## src/rtl/leaf_pkt_pkg.sv

```systemverilog
// Shared BFT packet definitions: field widths, bit offsets and the packet layout.
package leaf_pkt_pkg;

  localparam int unsigned PAYLOAD_BITS          = 32;
  localparam int unsigned NUM_LEAF_BITS         = 5;
  localparam int unsigned NUM_PORT_BITS         = 4;
  localparam int unsigned NUM_ADDR_BITS         = 7;
  localparam int unsigned NUM_BRAM_ADDR_BITS    = 7;
  localparam int unsigned FREESPACE_UPDATE_SIZE = 64;
  localparam int unsigned PACKET_BITS =
      1 + NUM_LEAF_BITS + NUM_PORT_BITS + NUM_ADDR_BITS + PAYLOAD_BITS;

  // Bit offsets within a packet, LSB of each field.
  localparam int unsigned PktPayloadLsb = 0;
  localparam int unsigned PktAddrLsb    = PktPayloadLsb + PAYLOAD_BITS;
  localparam int unsigned PktPortLsb    = PktAddrLsb + NUM_ADDR_BITS;
  localparam int unsigned PktLeafLsb    = PktPortLsb + NUM_PORT_BITS;
  localparam int unsigned PktValidBit   = PktLeafLsb + NUM_LEAF_BITS;

  typedef struct packed {
    logic                     valid;
    logic [NUM_LEAF_BITS-1:0] leaf;
    logic [NUM_PORT_BITS-1:0] port;
    logic [NUM_ADDR_BITS-1:0] addr;
    logic [PAYLOAD_BITS-1:0]  payload;
  } pkt_t;

endpackage

```

## src/rtl/leaf_out_packetizer_if.sv

```systemverilog
// User word stream in, BFT packet stream out, bundled for the packetizer.
interface leaf_out_packetizer_if #(
  parameter int unsigned PAYLOAD_BITS = 32,
  parameter int unsigned PACKET_BITS  = 49
);
  logic [PAYLOAD_BITS-1:0] din_leaf_user2interface;
  logic                    vld_user2interface;
  logic                    ack_interface2user;
  logic [PACKET_BITS-1:0]  pkt_out;
  logic                    pkt_vld;
  logic                    pkt_rdy;

  // Packetizer side.
  modport slave (
    input  din_leaf_user2interface,
    input  vld_user2interface,
    output ack_interface2user,
    output pkt_out,
    output pkt_vld,
    input  pkt_rdy
  );

  // Environment side: user kernel plus output arbiter.
  modport master (
    output din_leaf_user2interface,
    output vld_user2interface,
    input  ack_interface2user,
    input  pkt_out,
    input  pkt_vld,
    output pkt_rdy
  );
endinterface

```

## src/rtl/leaf_sync_fifo.sv

```systemverilog
// Single-clock FIFO, power-of-2 depth, registered occupancy count.
module leaf_sync_fifo #(
  parameter int unsigned WIDTH = 32,
  parameter int unsigned DEPTH = 8
) (
  input  logic             clk,
  input  logic             reset,
  input  logic             wr_en_i,
  input  logic [WIDTH-1:0] wr_data_i,
  input  logic             rd_en_i,
  output logic [WIDTH-1:0] rd_data_o,
  output logic             full_o,
  output logic             empty_o
);
  localparam int unsigned AddrW = $clog2(DEPTH);

  logic [WIDTH-1:0] mem_q [DEPTH];
  logic [AddrW-1:0] wptr_q, rptr_q;
  logic [AddrW:0]   count_q, count_d;
  logic             push, pop;

  assign full_o    = (count_q == (AddrW + 1)'(DEPTH));
  assign empty_o   = (count_q == '0);
  assign push      = wr_en_i && !full_o;
  assign pop       = rd_en_i && !empty_o;
  assign rd_data_o = mem_q[rptr_q];

  // Occupancy next state from push/pop combination.
  always_comb begin
    count_d = count_q;
    unique case ({push, pop})
      2'b10:   count_d = count_q + (AddrW + 1)'(1);
      2'b01:   count_d = count_q - (AddrW + 1)'(1);
      default: count_d = count_q;
    endcase
  end

  // Storage array; not reset, pointers define validity.
  always_ff @(posedge clk) begin
    if (push) mem_q[wptr_q] <= wr_data_i;
  end

  // Pointers and count; pointers wrap naturally at DEPTH.
  always_ff @(posedge clk) begin
    if (reset) begin
      wptr_q  <= '0;
      rptr_q  <= '0;
      count_q <= '0;
    end else begin
      if (push) wptr_q <= wptr_q + AddrW'(1);
      if (pop)  rptr_q <= rptr_q + AddrW'(1);
      count_q <= count_d;
    end
  end
endmodule

```

## src/rtl/leaf_out_packetizer.sv

```systemverilog
// Per-output-port packetizer: buffers user words, stamps destination and a
// wrapping remote address, and issues BFT packets against receive-BRAM credits.
module leaf_out_packetizer
  import leaf_pkt_pkg::*;
#(
  parameter int unsigned FIFO_DEPTH = 8
) (
  input  logic                     clk,
  input  logic                     reset,
  input  logic                     cfg_vld,
  input  logic [NUM_LEAF_BITS-1:0] cfg_dest_leaf,
  input  logic [NUM_PORT_BITS-1:0] cfg_dest_port,
  input  logic                     credit_upd,
  output logic                     err_credit_ovf,
  leaf_out_packetizer_if.slave     stream_io
);
  localparam int unsigned CreditW = NUM_BRAM_ADDR_BITS + 1;
  // One extra bit so an update on a full counter cannot wrap before the clamp.
  localparam logic [CreditW:0] CreditMax = (CreditW + 1)'(2 ** NUM_BRAM_ADDR_BITS);
  localparam logic [CreditW:0] CreditUpd = (CreditW + 1)'(FREESPACE_UPDATE_SIZE);

  logic [PAYLOAD_BITS-1:0]  fifo_rdata;
  logic                     fifo_full, fifo_empty;
  logic                     push, load;
  logic [CreditW-1:0]       credit_q, credit_d;
  logic [CreditW:0]         credit_sum;
  logic                     credit_ovf;
  logic [NUM_ADDR_BITS-1:0] addr_q;
  pkt_t                     pkt_q;
  logic                     pkt_vld_q;
  logic                     err_q;

  // ack is held low during reset so no word is taken while state clears.
  assign stream_io.ack_interface2user = !fifo_full && !reset;
  assign push = stream_io.vld_user2interface && stream_io.ack_interface2user;
  assign load = !fifo_empty && cfg_vld && (credit_q != '0) &&
                (!pkt_vld_q || stream_io.pkt_rdy);

  leaf_sync_fifo #(
    .WIDTH (PAYLOAD_BITS),
    .DEPTH (FIFO_DEPTH)
  ) u_fifo (
    .clk       (clk),
    .reset     (reset),
    .wr_en_i   (push),
    .wr_data_i (stream_io.din_leaf_user2interface),
    .rd_en_i   (load),
    .rd_data_o (fifo_rdata),
    .full_o    (fifo_full),
    .empty_o   (fifo_empty)
  );

  // Credit next state: spend one per load, add a block per update, clamp at max.
  always_comb begin
    credit_sum = {1'b0, credit_q};
    if (load)       credit_sum = credit_sum - (CreditW + 1)'(1);
    if (credit_upd) credit_sum = credit_sum + CreditUpd;
    credit_ovf = (credit_sum > CreditMax);
    credit_d   = credit_ovf ? CreditMax[CreditW-1:0] : credit_sum[CreditW-1:0];
  end

  // Output register, address pointer, credit counter and sticky overflow flag.
  always_ff @(posedge clk) begin
    if (reset) begin
      pkt_q     <= '0;
      pkt_vld_q <= 1'b0;
      addr_q    <= '0;
      credit_q  <= CreditMax[CreditW-1:0];
      err_q     <= 1'b0;
    end else begin
      credit_q <= credit_d;
      if (credit_ovf) err_q <= 1'b1;
      if (load) begin
        pkt_q.valid   <= 1'b1;
        pkt_q.leaf    <= cfg_dest_leaf;
        pkt_q.port    <= cfg_dest_port;
        pkt_q.addr    <= addr_q;
        pkt_q.payload <= fifo_rdata;
        pkt_vld_q     <= 1'b1;
        addr_q        <= addr_q + NUM_ADDR_BITS'(1);
      end else if (stream_io.pkt_rdy) begin
        pkt_q     <= '0;
        pkt_vld_q <= 1'b0;
      end
    end
  end

  assign stream_io.pkt_out = pkt_q;
  assign stream_io.pkt_vld = pkt_vld_q;
  assign err_credit_ovf    = err_q;
endmodule

```

## src/flat_wrapper.sv

```systemverilog
// flat-port wrapper written by rule: the top's interface ports become plain ports
module leaf_out_packetizer_flat import leaf_pkt_pkg::*;
#(
  parameter int unsigned FIFO_DEPTH = 8
)
  (clk, reset, cfg_vld, cfg_dest_leaf, cfg_dest_port, credit_upd, err_credit_ovf, stream_io_din_leaf_user2interface, stream_io_vld_user2interface, stream_io_ack_interface2user, stream_io_pkt_out, stream_io_pkt_vld, stream_io_pkt_rdy);
  leaf_out_packetizer_if stream_io_i ();
  input  logic clk;
  input  logic reset;
  input  logic cfg_vld;
  input  logic [NUM_LEAF_BITS-1:0] cfg_dest_leaf;
  input  logic [NUM_PORT_BITS-1:0] cfg_dest_port;
  input  logic credit_upd;
  output logic err_credit_ovf;
  input wire logic [$bits(stream_io_i.din_leaf_user2interface)-1:0] stream_io_din_leaf_user2interface;
  input wire logic [$bits(stream_io_i.vld_user2interface)-1:0] stream_io_vld_user2interface;
  output wire logic [$bits(stream_io_i.ack_interface2user)-1:0] stream_io_ack_interface2user;
  output wire logic [$bits(stream_io_i.pkt_out)-1:0] stream_io_pkt_out;
  output wire logic [$bits(stream_io_i.pkt_vld)-1:0] stream_io_pkt_vld;
  input wire logic [$bits(stream_io_i.pkt_rdy)-1:0] stream_io_pkt_rdy;
  assign stream_io_i.din_leaf_user2interface = stream_io_din_leaf_user2interface;
  assign stream_io_i.vld_user2interface = stream_io_vld_user2interface;
  assign stream_io_ack_interface2user = stream_io_i.ack_interface2user;
  assign stream_io_pkt_out = stream_io_i.pkt_out;
  assign stream_io_pkt_vld = stream_io_i.pkt_vld;
  assign stream_io_i.pkt_rdy = stream_io_pkt_rdy;
  leaf_out_packetizer #(.FIFO_DEPTH(FIFO_DEPTH)) u_core (.clk(clk), .reset(reset), .cfg_vld(cfg_vld), .cfg_dest_leaf(cfg_dest_leaf), .cfg_dest_port(cfg_dest_port), .credit_upd(credit_upd), .err_credit_ovf(err_credit_ovf), .stream_io(stream_io_i));
endmodule
```

## config.mk

```make
export PLATFORM = sky130hd
export DESIGN_NAME = leaf_out_packetizer_flat
export DESIGN_NICKNAME = d
export VERILOG_FILES = /design/src/rtl/leaf_pkt_pkg.sv /design/src/rtl/leaf_out_packetizer_if.sv /design/src/rtl/leaf_sync_fifo.sv /design/src/rtl/leaf_out_packetizer.sv /design/src/flat_wrapper.sv
export SDC_FILE = /design/constraint.sdc
export NUM_CORES = 1
export LEC_CHECK = 0
export ABC_CLOCK_PERIOD_IN_PS = 12150
export CAP_MARGIN = 15
export CORE_UTILIZATION = 40
export CTS_CLUSTER_DIAMETER = 150
export DETAILED_ROUTE_END_ITERATION = 6
export PLACE_DENSITY = 0.68
export RECOVER_POWER = 100
export SETUP_SLACK_MARGIN = 0.05
export SLEW_MARGIN = 20
export SYNTH_ARGS = -nofsm -noshare
export SYNTH_HDL_FRONTEND = slang
export SYNTH_SLANG_ARGS = --single-unit
```

## constraint.sdc

```tcl
create_clock -name clk -period 12.15 [get_ports clk]
set_input_delay 2.43 -clock clk [delete_from_list [all_inputs] [get_ports clk]]
set_output_delay 2.43 -clock clk [all_outputs]
set_load 0.03 [all_outputs]
```

# --- Word-level counts from Yosys, hierarchy flattened ---
# Memories as Yosys holds them, arrays and structs flattened. A register that Yosys moved wholly into a read port is not among the register bits.
# Cells that the tools add are included.
word_totals:
  output_inout_bits: 52
  mem_bits_rw: 256
  mem_count: 1
  reg_bits: 76
  word_cells: 52
  in_bits: 47
memory_table:
  columns: ["memory", "words", "width", "rd", "rd_clocked_by_memory_dff", "wr", "line", "source"]
  rows:
  - ["u_core.u_fifo.mem_q", 8, 32, 1, 1, 1, "leaf_sync_fifo.sv:17", "logic [WIDTH-1:0] mem_q [DEPTH];"]
op_classes:
  order_cmp: 1
  mux: 11
  n_reduce_logical: 17
  n_eq_ne: 3
  add_sub_neg: 7
ops:
  columns: ["operator", "count"]
  rows:
  - ["two-way mux 49 bit", 2]
  - ["two-way mux 9 bit", 2]
  - ["adder 9 x 7 -> 9 bit, second input constant", 1]
  - ["> comparator 9 x 8 -> 1 bit, second input constant", 1]
  - ["subtractor 8 x 1 -> 9 bit, second input constant", 1]
  - ["case mux 4 bit (2 select lines)", 1]
  - ["nonzero test 8 bit", 1]
  - ["adder 7 x 1 -> 7 bit, second input constant", 1]
  - ["logical AND 1 bit", 7]
  - ["adder 3 x 1 -> 3 bit, second input constant", 2]
  - ["two-way mux 3 bit", 2]
  - ["adder 4 x 1 -> 4 bit, second input constant", 1]
  - ["equality test 4 bit, second input constant", 1]
  - ["logical NOT 1 bit", 4]
  - ["logical NOT 4 bit", 1]
  - ["two-way mux 1 bit", 4]
  - ["nonzero test 2 bit", 2]
  - ["subtractor 4 x 1 -> 4 bit, second input constant", 1]
  - ["equality test 2 x 1 -> 1 bit, second input constant", 1]
  - ["equality test 2 bit, second input constant", 1]
  - ["OR reduction 2 bit", 1]
  - ["logical OR 1 bit", 1]

# --- Longest topological paths before layout ---
depth:
  depth_word: 10
  ltp_mapped: 14
  ltp_nobuf: 12

# --- Hierarchy ---
# A second synthesis with hierarchy kept.
unflattened:
  cells_unflattened: 766
  hier_area_um2: 13259.0
by_module_without_submodules:
  columns: ["mod", "area_per_inst_um2", "seq_area_each_um2", "instances", "cells_per_inst"]
  rows:
  - ["leaf_sync_fifo", 10405.0, 7947.6, 1, 445]
  - ["leaf_out_packetizer", 2854.0, 1301.2, 1, 321]

# --- Least setup slack after synthesis ---
# Ideal clock, no wire load.
synth_path:
  path_kind: "input -> register"
  start: "input port reset"
  end: "memory u_core.u_fifo.mem_q[0][0], enable pin"
  arrival_ns: 5.976
  stages: 5
  setup_ns: 0.461
  path_slack_ns: 5.713
  cell_sequence: "clkbuf_1 a21oi_1 nand2_1 or2_2 nor3_1"
synth_between:
  elab_chain_cells: 6
synth_rtl:
  columns: ["item", "line", "source"]
  rows:
  - ["from (decl)", "flat_wrapper.sv:9", "input logic reset;"]
  - ["logical NOT 1 bit", "leaf_out_packetizer.sv:34", "assign stream_io.ack_interface2user = !fifo_full && !reset;"]
  - ["logical AND 1 bit", "leaf_out_packetizer.sv:34", null]
  - ["net stream_io_ack_interface2user", "flat_wrapper.sv:17", "output wire logic [$bits(stream_io_i.ack_interface2user)-1:0] stream_io_ack_interface2user;"]
  - ["logical AND 1 bit", "leaf_out_packetizer.sv:35", "assign push = stream_io.vld_user2interface && stream_io.ack_interface2user;"]
  - ["logical AND 1 bit", "leaf_sync_fifo.sv:24", "assign push = wr_en_i && !full_o;"]
  - ["two-way mux 1 bit", "leaf_sync_fifo.sv:40", "if (push) mem_q[wptr_q] <= wr_data_i;"]
  - ["two-way mux 1 bit (implied by the code)", "leaf_sync_fifo.sv:40", null]
  - ["to (decl)", "leaf_sync_fifo.sv:17", null]
# The timed path passes the listed nets, and every way through them passes these cells.

# --- Worst setup path after layout ---
layout_path:
  start: "input port stream_io_pkt_rdy"
  end: "register u_core.u_fifo.count_q[3]"
layout_between:
  elab_chain_cells: 5
  word_cells_on_any_way: 7
  cone_classes: "eq/ne (2); mux (1); reduce/logical (4)"
layout_rtl:
  columns: ["item", "line", "source"]
  rows:
  - ["from (decl)", "flat_wrapper.sv:20", "input wire logic [$bits(stream_io_i.pkt_rdy)-1:0] stream_io_pkt_rdy;"]
  - ["logical OR 1 bit *", "leaf_out_packetizer.sv:37", "(!pkt_vld_q || stream_io.pkt_rdy);"]
  - ["logical AND 1 bit *", "leaf_out_packetizer.sv:36", "assign load = !fifo_empty && cfg_vld && (credit_q != '0) &&"]
  - ["logical AND 1 bit *", "leaf_sync_fifo.sv:25", "assign pop = rd_en_i && !empty_o;"]
  - ["equality test 2 x 1 -> 1 bit or equality test 2 bit (tied branches)", "leaf_sync_fifo.sv:31", "unique case ({push, pop})"]
  - ["case mux 4 bit (2 select lines) or nonzero test 2 bit (tied branches)", null, null]
  - ["to (signal assigned)", "leaf_sync_fifo.sv:52", "count_q <= count_d;"]
  - ["to (decl)", "leaf_sync_fifo.sv:19", "logic [AddrW:0] count_q, count_d;"]
# Mark *: on every way between the ends. The rest lies on a longest branch, timed or not.
# A chain may end at the register's enable or synchronous reset.

==> flow_summary.ini <==
[placement]
dp_hpwl_mm = 14.7
gp_congestion = 0.743
dpl_cell_area_um2 = 14400
io_buffers = 98
dp.cells = 1239

[yosys]
yosysSeqAreaShare_pct = 72.0
yosysWarnings = 0
synth_enable_flop_cells = 256
synth.top_cell.area_share_pct = 59.9
yosysMostFrequentCell = edfxtp_1
syn_nets = 824
synth.avg_cell_area_um2 = 16.7
ys_ff_latch = 334
syn_area_um2 = 12800
synth_top_cell_by_area = edfxtp_1
syn_inst = 767
async_flop_share_pct = 0
yosys-top-cells-count = 256 x edfxtp_1, 103 x nor2_1, 78 x dfxtp_1
ys.flop_type = edfxtp_1
synthTopCellsByArea = edfxtp_1 60%, dfxtp_1 12%, mux4_2 11%
synth_cell_type_count = 41

[finish]
drive_above_1_share_pct = 14.4
multi_input_area_um2 = 3360
regArea_um2 = 9260
antennaDiodeCount = 0
final_core_util_pct = 48.5
final_area_um2 = 15300
nNetsFinal = 931
fillCellCount = 2664
stdcell_count = 1303
syn2layout_area_growth_pct = 19.2

[floorplanning]
core_um2 = 31600
die_w_um = 181
rows = 65
ios = 99
die_height_um = 181
start_util_pct = 40.7
die_area_um2 = 32800

[timing]
worst_slew_pin_slew_ns = 3.61
finalCritPeriodShare_pct = 71.2
hold_viol = 0
finClkSkew_ns = 0.0208
layout_min_cycle_time_ns = 8.65
slew_violations = 306
rsz0062_at_grt = false
setup_violations = 0
max_freq_ghz = 0.116
slew_headroom_pct = -141
fin_tns_setup_ns = 0

[job]
cap_violations = 10

[grt]
grt_pass1_wl_mm = 40.0
overflow = 0
grt_pass1_vias = 7066
grt_max_degree = 76
grt_usage_pct = 15.9
antenna_found_initial = 3

[clocking]
cts.clk_slew.worst_paths_ns = 0.06
htree_levels = 2
cts_buffers = 35
clk_path_buf_depth = 3
cts_tree = yes
postCtsHoldBufs = 0
cts_resized = 0
cts-root-buf = clkbuf_16
clock-sinks = 334
cts_setup_buffers = 0
clk_latency_ns = 0.52

[outcome]
status = finished with violations
violations = max-capacitance violations, max-slew violations

[routing]
wl_per_cell_um = 19.5
drt_iter0_markers = 473
viasPerCell = 5.26
drtAntennaViolNets = 0
routed_wl_mm = 25.4
first_pass_iters = 6
vias = 6853
drc_errors = 0

[critical_path]
crit_type = in2reg
cp_data_required_time_ns = 12.55
cp-end-kind = flip-flop
start_kind = input port
critPathMaxFanout = 75
arrival_ns = 9.06

[power]
p_leak_nw = 5.00
vdd_drop_max_v = 0.000104
powerDensity_nw_per_um2 = 198

[min_path]
hold_class = reg2reg
[power breakdown]
group	leakage [nW]	internal [mW]	switching, mW	total, mW
Combinational	1.51	0.286	0.374	0.660
Sequential	2.95	1.30	0.0590	1.36
Clock	0.537	0.587	0.424	1.01
[path summary, 6_finish.rpt]
path                                              from                                    end  slack (ns)  cells past startpoint
hold / removal    u_core.u_fifo.rptr_q[1]$_SDFFE_PP0P_                              flip-flop        0.48                      2
setup reg to reg         u_core.credit_q[3]$_SDFF_PP0_  u_core.u_fifo.count_q[3]$_SDFFE_PP0P_        5.31                     11
hold reg to reg   u_core.u_fifo.rptr_q[1]$_SDFFE_PP0P_                              flip-flop        0.48                      2
setup / recovery                     stream_io_pkt_rdy  u_core.u_fifo.count_q[3]$_SDFFE_PP0P_        3.50                     12
[through the flow]
step                      setup WS (ns)  power [mW]  hold WS [ns]
after detailed placement           5.61        2.07         0.475
final                              3.50        3.03         0.483
after global placement             5.69        2.06         0.461
after CTS                          5.61        3.08         0.482
after global routing               2.94        3.17         0.518
after floorplan                    5.71        1.88         0.454
[per-layer routing]
layer  part of all wire, %  global-route usage [%]  vias up
li1                      -                       -     3200
met2                    50                    27.3      143
met3                   3.9                    2.86       40
met1                    44                    20.6     3466
met4                   1.8                    4.47        4
met5                 0.099                       0        -
[worst max-delay path, cell delays in order]
cell and delay (ns):
dlygate4sd3_1 0.75, nand2b_1 0.28, o311ai_0 0.12, clkbuf_1 2.58
inv_2 1.16, ha_1 0.57, ha_1 0.29, a21o_1 0.17
a21oi_1 0.16, xnor2_1 0.09, or3_1 0.30, a21oi_1 0.13
[placed cells by master, fill, tap and decap left out, types with 3 or more instances in the layout]
cell               n
clkinv_1           6
clkinv_2           6
dfxtp_1           75
inv_1              9
xor2_1             8
buf_4              4
nand2b_1           5
a211oi_1           3
clkbuf_1          20
clkdlybuf4s50_1   12
clkbuf_16         36
a31oi_1           34
and3_1             4
ha_1               9
nor2_1           102
a21o_1             3
or3_1              3
edfxtp_1         256
nand3_1            9
nor3b_1           13
mux2i_1           34
a21oi_1           27
xnor2_1           10
clkbuf_8           3
mux4_2            64
nor3_1            11
nand2_1           18
dlygate4sd3_1     85
[cell families (layout without fill, tap and decap cells)]
logic type	Yosys count	after routing	share of synthesized area, %
flops	334	334	72.0
simple gates	178	178	6.34
mux	98	98	13.9
compound gates	75	75	3.73
buf+inv	54	188	1.74
xor+xnor	18	18	1.23
fa+ha+maj	10	10	1.03
[final cells by class]
cell class,count,share of cell area [%]
sequential,334,60.5
inverter,11,0.270
clock inverter,16,0.785
clock buffer,48,6.38
multi-input combinational,379,21.9
timing repair buffer,113,6.85
tap,402,3.29
[state kept, by name, summed over array words and instances (netlist names), named ones only]
name	flops
u_core.u_fifo.rptr_q	3
u_core.credit_q	8
u_core.u_fifo.wptr_q	3
u_core.stream_io.pkt_vld	1
u_core.u_fifo.mem_q	256
u_core.err_credit_ovf	1
u_core.addr_q	7
u_core.u_fifo.count_q	4
u_core.stream_io.pkt_out	48
Note: power is estimated with default switching activity, not from simulation.
